===== src/rtl/dmem_arb_pkg.sv =====
// Shared definitions for the data-memory arbiter.
//   state_e    : arbiter FSM encoding
//   OWN_C/D    : owner encoding (core / debug port)
//   PRIO_*     : arbitration mode selectors
//   acc_ctl_t  : per-requester access controls latched at grant
package dmem_arb_pkg;

  typedef enum logic [1:0] {
    ST_IDLE = 2'd0,
    ST_WAIT = 2'd1,
    ST_RESP = 2'd2
  } state_e;

  localparam logic OWN_C = 1'b0;
  localparam logic OWN_D = 1'b1;

  localparam int PRIO_RR    = 0;
  localparam int PRIO_FIXED = 1;

  typedef struct packed {
    logic        we;
    logic [31:0] wdata;
    logic [2:0]  funct3;
  } acc_ctl_t;

endpackage


===== src/rtl/arb_pick2.sv =====
// Combinational two-way request picker.
//   req_c, req_d : pending requests
//   last_owner   : owner of the most recent grant (round-robin history)
//   prio_mode    : 0 = round-robin, 1 = C always wins a tie
//   grant_valid  : at least one request pending
//   grant_owner  : OWN_C / OWN_D
module arb_pick2
  import dmem_arb_pkg::*;
(
  input  logic req_c,
  input  logic req_d,
  input  logic last_owner,
  input  logic prio_mode,
  output logic grant_valid,
  output logic grant_owner
);

  always_comb begin
    grant_valid = req_c | req_d;
    grant_owner = OWN_C;
    if (req_c && req_d)
      grant_owner = prio_mode ? OWN_C : ((last_owner == OWN_C) ? OWN_D : OWN_C);
    else if (req_d)
      grant_owner = OWN_D;
  end

endmodule


===== src/rtl/dmem_arbiter.sv =====
// Shares one data-memory port between the core load/store path (C) and a
// debug/loader port (D). Each access is a req/ack transaction with a
// timeout; completion is signalled with a one-cycle done pulse.
//   clk, reset_n           : clock, async active-low reset
//   c_* / d_*              : requester ports (req, we, addr, wdata, funct3 in;
//                            done, rdata out)
//   core_stall             : c_req & ~c_done, combinational
//   m_*                    : memory port (req/we/addr/wdata/funct3 out,
//                            ack/rdata in)
//   bus_err                : transaction being completed timed out
//   busy                   : FSM not idle
module dmem_arbiter
  import dmem_arb_pkg::*;
#(
  parameter int ADDR_W    = 32,
  parameter int TIMEOUT   = 255,
  parameter int PRIO_MODE = 0
) (
  input  logic              clk,
  input  logic              reset_n,
  input  logic              c_req,
  input  logic              c_we,
  input  logic [ADDR_W-1:0] c_addr,
  input  logic [31:0]       c_wdata,
  input  logic [2:0]        c_funct3,
  output logic              c_done,
  output logic [31:0]       c_rdata,
  output logic              core_stall,
  input  logic              d_req,
  input  logic              d_we,
  input  logic [ADDR_W-1:0] d_addr,
  input  logic [31:0]       d_wdata,
  input  logic [2:0]        d_funct3,
  output logic              d_done,
  output logic [31:0]       d_rdata,
  output logic              m_req,
  output logic              m_we,
  output logic [ADDR_W-1:0] m_addr,
  output logic [31:0]       m_wdata,
  output logic [2:0]        m_funct3,
  input  logic              m_ack,
  input  logic [31:0]       m_rdata,
  output logic              bus_err,
  output logic              busy
);

  localparam int              CNT_W    = $clog2(TIMEOUT + 1);
  localparam logic [CNT_W-1:0] CNT_LAST = CNT_W'(TIMEOUT - 1);

  state_e            state, state_nx;
  logic              owner, last_owner;
  logic [CNT_W-1:0]  cnt;
  logic [31:0]       rdata_q;
  logic              err_q;
  logic              grant_valid, grant_owner;
  logic              ack_ok, timeout;
  acc_ctl_t          c_ctl, d_ctl, g_ctl;

  arb_pick2 u_pick (
    .req_c       (c_req),
    .req_d       (d_req),
    .last_owner  (last_owner),
    .prio_mode   (PRIO_MODE == PRIO_FIXED),
    .grant_valid (grant_valid),
    .grant_owner (grant_owner)
  );

  assign c_ctl = '{we: c_we, wdata: c_wdata, funct3: c_funct3};
  assign d_ctl = '{we: d_we, wdata: d_wdata, funct3: d_funct3};
  assign g_ctl = (grant_owner == OWN_D) ? d_ctl : c_ctl;

  // ack only counts while a request is actually on the bus
  assign ack_ok  = (state == ST_WAIT) && m_req && m_ack;
  // ack wins over an expiring counter in the same cycle
  assign timeout = (state == ST_WAIT) && !ack_ok && (cnt == CNT_LAST);

  always_ff @(posedge clk or negedge reset_n)
    if (!reset_n) state <= ST_IDLE;
    else          state <= state_nx;

  always_comb begin
    state_nx = state;
    case (state)
      ST_IDLE: if (grant_valid) state_nx = ST_WAIT;
      ST_WAIT: if (ack_ok || timeout) state_nx = ST_RESP;
      ST_RESP: state_nx = ST_IDLE;
      default: state_nx = ST_IDLE;
    endcase
  end

  always_ff @(posedge clk or negedge reset_n) begin
    if (!reset_n) begin
      owner      <= OWN_C;
      last_owner <= OWN_D;   // C wins the first tie
      cnt        <= '0;
      rdata_q    <= '0;
      err_q      <= 1'b0;
      m_req      <= 1'b0;
      m_we       <= 1'b0;
      m_addr     <= '0;
      m_wdata    <= '0;
      m_funct3   <= '0;
    end else begin
      case (state)
        ST_IDLE: if (grant_valid) begin
          owner      <= grant_owner;
          last_owner <= grant_owner;
          cnt        <= '0;
          err_q      <= 1'b0;
          m_req      <= 1'b1;
          m_we       <= g_ctl.we;
          m_addr     <= (grant_owner == OWN_D) ? d_addr : c_addr;
          m_wdata    <= g_ctl.wdata;
          m_funct3   <= g_ctl.funct3;
        end
        ST_WAIT: begin
          if (ack_ok) begin
            m_req   <= 1'b0;
            rdata_q <= m_we ? 32'd0 : m_rdata;
          end else if (timeout) begin
            m_req   <= 1'b0;
            rdata_q <= 32'd0;
            err_q   <= 1'b1;
          end else if (cnt != '1) begin
            cnt <= cnt + CNT_W'(1);
          end
        end
        default: ;
      endcase
    end
  end

  assign c_done     = (state == ST_RESP) && (owner == OWN_C);
  assign d_done     = (state == ST_RESP) && (owner == OWN_D);
  assign c_rdata    = c_done ? rdata_q : 32'd0;
  assign d_rdata    = d_done ? rdata_q : 32'd0;
  assign bus_err    = (state == ST_RESP) && err_q;
  assign busy       = (state != ST_IDLE);
  assign core_stall = c_req & ~c_done;

endmodule


===== config.mk =====
export PLATFORM = sky130hd
export DESIGN_NAME = dmem_arbiter
export DESIGN_NICKNAME = d
export VERILOG_FILES = /design/src/rtl/dmem_arb_pkg.sv /design/src/rtl/arb_pick2.sv /design/src/rtl/dmem_arbiter.sv
export SDC_FILE = /design/constraint.sdc
export NUM_CORES = 1
export LEC_CHECK = 0
export BUFFER_PORTS_ARGS = -buffer_cell sky130_fd_sc_hd__buf_2
export CORE_AREA = 2 2 121 123
export DETAILED_ROUTE_END_ITERATION = 10
export DIE_AREA = 0 0 123 125
export HOLD_SLACK_MARGIN = 0.12
export PLACE_DENSITY_LB_ADDON = 0.1
export SLEW_MARGIN = 20
export SYNTH_ARGS = -nofsm -noshare
export SYNTH_HDL_FRONTEND = slang
export SYNTH_SLANG_ARGS = --single-unit

===== constraint.sdc =====
create_clock -name clk -period 2 [get_ports clk]
set_clock_uncertainty 0.2 [all_clocks]
set_input_delay 0.4 -clock clk [delete_from_list [all_inputs] [get_ports clk]]
set_output_delay 0.4 -clock clk [all_outputs]
set_load 0.01 [all_outputs]

==> results_dict.tcl, run 1 <==
set metrics [dict create \
    cts_buffers 17 \
    drt-total-wl_um 18400 \
    violations "negative setup slack" \
    route.detailed.drc 0 \
    clock_power_share_pct 29.4 \
    die_h_um 125 \
    status "finished, violations left" \
    synth_edf_count 0 \
    synth_nets 689 \
    dieArea_um2 15400 \
    first_pass_iters 5 \
    cp_max_fo 16 \
    endpoint_kind "output pin" \
    register_area_um2 2860 \
    critPathLaunch "state[0]" \
    fmax_mhz 448 \
    max-vdd-ir-drop_v 0.000729 \
    tritoncts "done" \
    leakage_nw 4.83 \
    diodes 0 \
    placed_area_um2 7330 \
    setup_viol 66 \
    row_count 44 \
    whs_ps 117 \
    grt_pass1_wl_um 28400 \
    period_needed_ps 2230 \
    grt-ovfl-total 0 \
    synth_area_um2 5400 \
    path_class "flop to output pin" \
    reg2reg_depth 5 \
    r2r_end "cnt[1]" \
    switching_share_pct 34.2 \
    drtIter0Drc 215 \
    vias 5766 \
    ys_seq_area_share_pct 52.8 \
    seqPwrFrac_pct 33.6 \
    hold_viol 0 \
    hpwl_um 11500 \
    ys_ff_latch 114 \
    crit_arrival_ps 1630 \
    slew_viol_final 0 \
    drive_gt1_share_pct 39.0 \
    multi_input_area_um2 2400 \
    tightest_slew_ps 341 \
    cts.htree.levels 4 \
    core-area_um2 14200 \
    io_buffers 310 \
    power.density_nw_per_um2 1260 \
    timing.final.ws_setup_ps -235 \
    rr_startpoint "state[1]" \
    track_usage_pct 23.8 \
    netlist.area_leader.share_pct 52.4 \
    hold_path.class "input port to flop" \
    relSlewSlack_pct 77.3 \
    detail_route.vias_per_cell 4.90 \
    fin_area_um2 9570 \
    initial_core_util_pct 38.0 \
    rsz0062_at_grt "true" \
    clk_pin_slew_worst_paths_ps 50 \
    async_reset_ff_share_pct 100 \
    avgSynthCellArea_um2 10.5 \
    critPathRequiredTime_ps 1400 \
    cts_sinks 114 \
    synth_ff_type "dfrtp_1" \
    cts-root-buf "clkbuf_16" \
    endpoint "c_rdata[29]" \
    start_kind "flop" \
    antenna_found_initial 0 \
    yosys.area.top_type "dfrtp_1" \
    internal_power_mw 7.93 \
    reg2reg_slack_ps 130 \
    place_congestion 0.789 \
    num_io_pins 311 \
    p_sw_mw 4.11 \
    drv_cap 0 \
    syn-instance-count 514 \
    combPwrFrac_pct 37.0 \
    grt_pass1_vias 5833 \
    clkLatencyLatePin_ps 410 \
    dieWidth_um 123 \
    fillers 1074 \
    synth_area_leaders "dfrtp_1 (52%), mux2i_1 (13%), and2_1 (7.5%)" \
    final.period_utilization_pct 112 \
    netlist-cell-type-count 38 \
    wl_per_cell_um 15.6 \
    ant_nets 0 \
    grt_start_max_net_pins 63 \
    cts_buffer_depth 2 \
    area_growth_pct 77.2 \
    yosys_warnings 0 \
    nets 1154 \
]
[layout make-up]
cell class / count / share of cell area (%)
repair buffers: 482 / 35.2
flip-flops and latches: 114 / 29.8
multi-input cells: 360 / 25.1
clock buffers: 18 / 4.59
clock inverters: 14 / 2.71
well taps: 184 / 2.41
inverters: 4 / 0.157
[metal layers]
layer  share of wire [%]  vias up  global-route usage (%)
li1                    -     2739                       -
met3                 7.1       60                    6.84
met5                   0        -                       0
met4                 4.3        0                    13.4
met1                  38     2694                    25.7
met2                  50      273                    41.2
[logic make-up after synthesis]
kind of cell / count (synthesis) / synth area share (%)
AO/OA/AOI/OAI: 124 / 14.6
flip-flops: 114 / 52.8
multiplexers: 71 / 13.2
adder cells (fa/ha/maj): 2 / 0.463
buffers and inverters: 40 / 3.38
AND/OR/NAND/NOR: 163 / 15.4
[layout by cell type, fill, tap and decap left out, types with 3 or more instances in the layout]
cell / instances
clkinvlp_4: 4
mux2i_1: 68
buf_4: 17
nand2_1: 8
nor2_1: 73
o21ai_0: 3
clkbuf_16: 18
a31oi_1: 5
a21oi_1: 73
buf_2: 306
buf_6: 4
dfrtp_1: 112
a22o_1: 32
inv_1: 4
dlygate4sd3_1: 144
bufinv_16: 7
buf_12: 10
and2_1: 63
[critical path, cell delays in order, from the launching register on]
cell and delay [ps]:
dfrtp_2 430, nor3b_4 220, buf_4 160, clkbuf_16 150
and2_1 130, buf_2 130
[worst min path at each step]
| stage | endpoint | startpoint | slack, ps | cells past startpoint |
|---|---|---|---|---|
| floorplan | cnt[0] | reset_n | -100 | 0 |
| global placement | rdata_q[28] | reset_n | 230 | 2 |
| CTS | m_wdata[14] | d_wdata[14] | 120 | 3 |
| global route | m_addr[20] | c_addr[20] | 130 | 3 |
| detailed placement | rdata_q[26] | reset_n | 230 | 2 |
| finish | m_wdata[19] | d_wdata[19] | 120 | 3 |
[power groups by stage]
stage               clock network, mW  registers, mW  logic, mW
floorplan                           0           4.23       2.11
global placement                    0           4.02       4.05
detailed placement                  0           4.02       4.15
CTS                              3.61           4.03       4.39
global route                     3.74           4.18       4.87
finish                           3.54           4.05       4.46
[flip-flops by register name, indices dropped and copies added (netlist names)]
register and count:
state 2, m_req 1, m_addr 32, rdata_q 32
m_wdata 32, err_q 1, m_we 1, last_owner 1
cnt 8, m_funct3 3, owner 1
[per-stage QoR]
step / setup TNS, ps / util (%) / instances / setup slack [ps] / power, mW
floorplan: 0 / - / 514 / 62.1 / 6.34
global placement: 0 / 51.6 / 994 / 183 / 8.07
detailed placement: 0 / 51.6 / 994 / 98.4 / 8.17
CTS: -9700 / 66.8 / 1171 / -184 / 12.0
global route: -15780 / 67.4 / 1176 / -301 / 12.8
finish: -10530 / 67.4 / 1176 / -235 / 12.0
[Yosys cell counts, types with 2 or more instances]
| cell type | count |
|---|---|
| mux2_2 | 2 |
| nor2_1 | 73 |
| buf_2 | 23 |
| o21ai_0 | 3 |
| and2_1 | 65 |
| a31oi_1 | 5 |
| ha_1 | 2 |
| nand2b_1 | 2 |
| clkbuf_1 | 7 |
| a21oi_1 | 73 |
| mux2i_1 | 68 |
| and3_1 | 2 |
| and4_4 | 2 |
| inv_1 | 4 |
| nand3_1 | 2 |
| o21a_1 | 2 |
| nor3b_1 | 2 |
| nand2_1 | 8 |
| a41oi_1 | 2 |
| buf_1 | 5 |
| dfrtp_1 | 113 |
| nor2b_1 | 2 |
| a22o_1 | 32 |
[timing repair]
action | in CTS | in global routing
setup buffers | 2 | 3
gates resized for setup | 3 | 6
gates cloned | 0 | 1
hold endpoints to repair | 203 | 1
hold buffers | 143 | 1
pin swaps | 2 | 2
setup endpoints to repair | 67 | 80
(Power assumes the default switching activity.)
==> run 2: changes to the inputs <==
clock period = 2.49 ns   (was 2 ns; I/O delays follow)
==> results_dict.tcl, run 2 (synthesis results as in run 1) <==
set metrics [dict create \
    status "finished clean" \
    hold_viol 0 \
    wl_per_cell_um 15.0 \
    relSlewSlack_pct 69.0 \
    cp_top_family "simple AND/OR/NAND/NOR gates" \
    path_class "flop to output pin" \
    grt_start_max_net_pins 87 \
    row_count 44 \
    core-area_um2 14200 \
    drive_gt1_share_pct 42.8 \
    first_pass_iters 4 \
    num_io_pins 311 \
    power_mw 8.91 \
    grt_pass1_vias 4944 \
    multi_input_area_um2 2380 \
    tightest_slew_ps 464 \
    power.density_nw_per_um2 1110 \
    drv_cap 0 \
    hold_path.class "input port to flop" \
    final.period_utilization_pct 93.4 \
    initial_core_util_pct 38.0 \
    path_cells "nor3b_2 > buf_6 > and2_1 > buf_2" \
    cts_sinks 114 \
    dieArea_um2 15400 \
    fillers 1281 \
    cts_buffers 17 \
    slew_viol_final 0 \
    track_usage_pct 20.2 \
    grt-ovfl-total 0 \
    dieWidth_um 123 \
    leakage_nw 4.17 \
    place_congestion 0.795 \
    cts.htree.levels 4 \
    rsz0062_at_grt "false" \
    die_h_um 125 \
    crit_arrival_ps 1630 \
    fmax_mhz 430 \
    grt_pass1_wl_um 24300 \
    final_cell_mix "buf_2 (309), dfrtp_1 (113), a21oi_1 (73), nor2_1 (73), mux2i_1 (68)" \
    io_buffers 310 \
    place_inst 984 \
    vias 4983 \
    slowest_delay_ps 420 \
    cts_buffer_depth 2 \
    cp.buffers_inverters 2 \
    endpoint_kind "output pin" \
    area_growth_pct 48.8 \
    period_needed_ps 2330 \
    diodes 0 \
    layout.cells.non_filler 1040 \
    nets 1018 \
    cp_max_fo 33 \
    tns_ps 0 \
    largestRegisters "m_addr: 32 flops, m_wdata: 32 flops, rdata_q: 32 flops" \
    tritoncts "done" \
    final_common_cell "buf_2" \
    detail_route.vias_per_cell 4.79 \
    drt-total-wl_um 15600 \
    clkLatencyLatePin_ps 400 \
    drtIter0Drc 196 \
    start_kind "flop" \
    route.detailed.drc 0 \
    setup_viol 0 \
    clk_pin_slew_worst_paths_ps 60 \
    ant_nets 0 \
    slowest_stage "dfrtp_1" \
    antenna_found_initial 0 \
    max-vdd-ir-drop_v 0.000486 \
    cts-root-buf "clkbuf_16" \
    register_area_um2 2850 \
    hpwl_um 11500 \
    critPathRequiredTime_ps 1790 \
]
## run 2: cell types whose count changed in the layout (fill, tap and decap cells not counted), sizes merged
cell / delta
clkbuf: +1
clkinvlp: +2
bufinv: -4
dlygate4sd3: -120
buf: -15
## run 2: cell type report
class | instances | area share (%)
Clock inverter | 12 | 1.96
Multi-Input combinational cell | 360 | 29.7
Timing Repair Buffer | 346 | 24.1
Inverter | 4 | 0.187
Clock buffer | 20 | 5.68
Tap cell | 184 | 2.86
Sequential cell | 114 | 35.5
## run 2: stage by stage
stage          setup WS (ps)  util [%]  hold slack, ps  area (µm²)
2_1_floorplan            454         -            2.41        5400
3_3_place_gp             566      50.5             264        7180
3_5_place_dp             507      50.5             270        7180
4_1_cts                  103      56.6             120        8030
5_1_grt                 21.2      56.6             131        8040
6_report                 163      56.6             137        8040
## run 2: metal layers
metal	GRT usage (%)	up-vias	wire [µm]
met2	35.6	220	7840
li1	-	2463	-
met5	0	-	0
met1	23.4	2279	6250
met4	8.29	0	327
met3	4.70	21	1210
## run 2: power by group
| part | switching, mW | internal (mW) |
|---|---|---|
| Combinational | 1.78 | 1.39 |
| Clock | 0.870 | 1.63 |
| Sequential | 0.538 | 2.70 |
| Total | 3.19 | 5.72 |
## run 2: worst paths after layout
check	to	slack (ps)	cells past startpoint	start
worst min-delay path	rdata_q[26]	140	2	m_rdata[26]
worst max register to register	cnt[4]	510	5	cnt[0]
max in group asynchronous	rdata_q[12]	930	3	reset_n
min in group asynchronous	state[0]	410	2	reset_n
worst max-delay path	c_rdata[22]	160	4	state[0]
worst min register to register	rdata_q[31]	310	1	rdata_q[31]
## run 2: what timing repair did
action / CTS / global route
endpoints found under the setup margin: 0 / 29
endpoints found under the hold margin: 51 / 0
resized for setup: 0 / 1
buffers inserted: 0 / 0
hold buffers: 24 / 0
==> run 3: changes to the inputs <==
clock period = 2.5 ns   (was 2.49 ns; I/O delays follow)
==> results_dict.tcl, run 3 (synthesis results as in run 1) <==
set metrics [dict create \
    final.period_utilization_pct 93.1 \
    critPathLaunch "state[0]" \
    tns_ps 0 \
    row_count 44 \
    grt_start_max_net_pins 87 \
    reg2reg_depth 5 \
    fmax_mhz 430 \
    register_area_um2 2850 \
    cts-root-buf "clkbuf_16" \
    area_growth_pct 46.8 \
    rsz0062_at_grt "false" \
    final_common_cell "buf_2" \
    placed_area_um2 7180 \
    critPathRequiredTime_ps 1800 \
    clkLatencyLatePin_ps 400 \
    fillers 1302 \
    hpwl_um 11500 \
    min_path_cells 2 \
    fin_area_um2 7930 \
    final_cell_mix "buf_2 (309), dfrtp_1 (113), a21oi_1 (73), nor2_1 (73), mux2i_1 (68)" \
    cts_buffers 17 \
    clk_pin_slew_worst_paths_ps 50 \
    cp.depth 4 \
    nets 1012 \
    tritoncts "done" \
    leakage_nw 4.14 \
    cp_top_family "flip-flops" \
    slowest_delay_ps 420 \
    relSlewSlack_pct 68.5 \
    dieWidth_um 123 \
    core-area_um2 14200 \
    route.detailed.drc 0 \
    dieArea_um2 15400 \
    diodes 0 \
    slowest_stage "dfrtp_1" \
    cp.buffers_inverters 2 \
    place_congestion 0.801 \
    whs_ps 135 \
    max-vdd-ir-drop_v 0.000575 \
    cts_sinks 114 \
    cts_buffer_depth 2 \
    period_needed_ps 2330 \
    tightest_slew_ps 473 \
    drv_cap 0 \
    slew_viol_final 0 \
    hold_path.class "input port to flop" \
    antenna_found_initial 0 \
    hold_viol 0 \
    power.density_nw_per_um2 1090 \
    multi_input_area_um2 2380 \
    place_inst 984 \
    layout.cells.non_filler 1032 \
    status "finished clean" \
    setup_viol 0 \
    path_class "flop to output pin" \
    grt_pass1_vias 4917 \
    first_pass_iters 4 \
    initial_core_util_pct 38.0 \
    grt_pass1_wl_um 24000 \
    track_usage_pct 20.2 \
    num_io_pins 311 \
    endpoint_kind "output pin" \
    cp_max_fo 33 \
    crit_arrival_ps 1630 \
    power_mw 8.67 \
    grt-ovfl-total 0 \
    drt-total-wl_um 15500 \
    io_buffers 310 \
    min_from "m_rdata[19]" \
    wl_per_cell_um 15.0 \
    detail_route.vias_per_cell 4.83 \
    ant_nets 0 \
    start_kind "flop" \
    die_h_um 125 \
    largestRegisters "m_addr: 32 flops, m_wdata: 32 flops, rdata_q: 32 flops" \
    cts.htree.levels 4 \
    drive_gt1_share_pct 42.8 \
    path_cells "and3b_1 > buf_4 > and2_1 > buf_2" \
    vias 4989 \
    rr_startpoint "cnt[1]" \
    drtIter0Drc 167 \
]
## run 3: cell types whose count changed in the layout (fill, tap and decap cells not counted), sizes merged
cell	delta
clkinvlp	-6
dlygate4sd3	-6
clkbuf	+5
bufinv	-2
clkinv	+1
## run 3: layout make-up
cell class	instances	share of cell area (%)
clock buffer	25	6.50
clock inverter	5	0.631
inverter	4	0.189
multi-input combinational	360	30.1
sequential	114	36.0
tap	184	2.90
timing repair buffer	340	23.7
## run 3: timing repair
item / 4_1_cts / 5_1_grt
buffers inserted: 0 / 0
resized for setup: 0 / 1
endpoints found under the setup margin: 0 / 6
endpoints found under the hold margin: 47 / 1
hold buffers: 17 / 1
## run 3: per-stage QoR
| stage | util [%] | worst slack, ps |
|---|---|---|
| 2_1_floorplan | - | 462 |
| 3_3_place_gp | 50.5 | 569 |
| 3_5_place_dp | 50.5 | 530 |
| 4_1_cts | 55.7 | 111 |
| 5_1_grt | 55.8 | 41.0 |
| 6_report | 55.8 | 172 |
## run 3: routing by layer
layer	up-vias	part of all wire [%]	GRT usage, %
met3	24	7.8	5.93
met5	-	0	0
met4	0	2.4	8.36
met2	209	51	35.5
li1	2439	-	-
met1	2317	39	22.7
## run 3: final timing paths
check / end / slack [ps]
min reg2reg: rdata_q[31] / 310
min in group asynchronous: state[1] / 430
max reg2reg: cnt[5] / 520
max in group asynchronous: rdata_q[8] / 890
min: rdata_q[19] / 140
max: d_rdata[0] / 170
## run 3: power breakdown
part	total, mW	internal (mW)	switching (mW)	leakage [nW]
Sequential	3.22	2.69	0.527	1.35
Combinational	3.16	1.38	1.78	2.51
Clock	2.29	1.51	0.782	0.285
Total	8.67	5.58	3.09	4.14
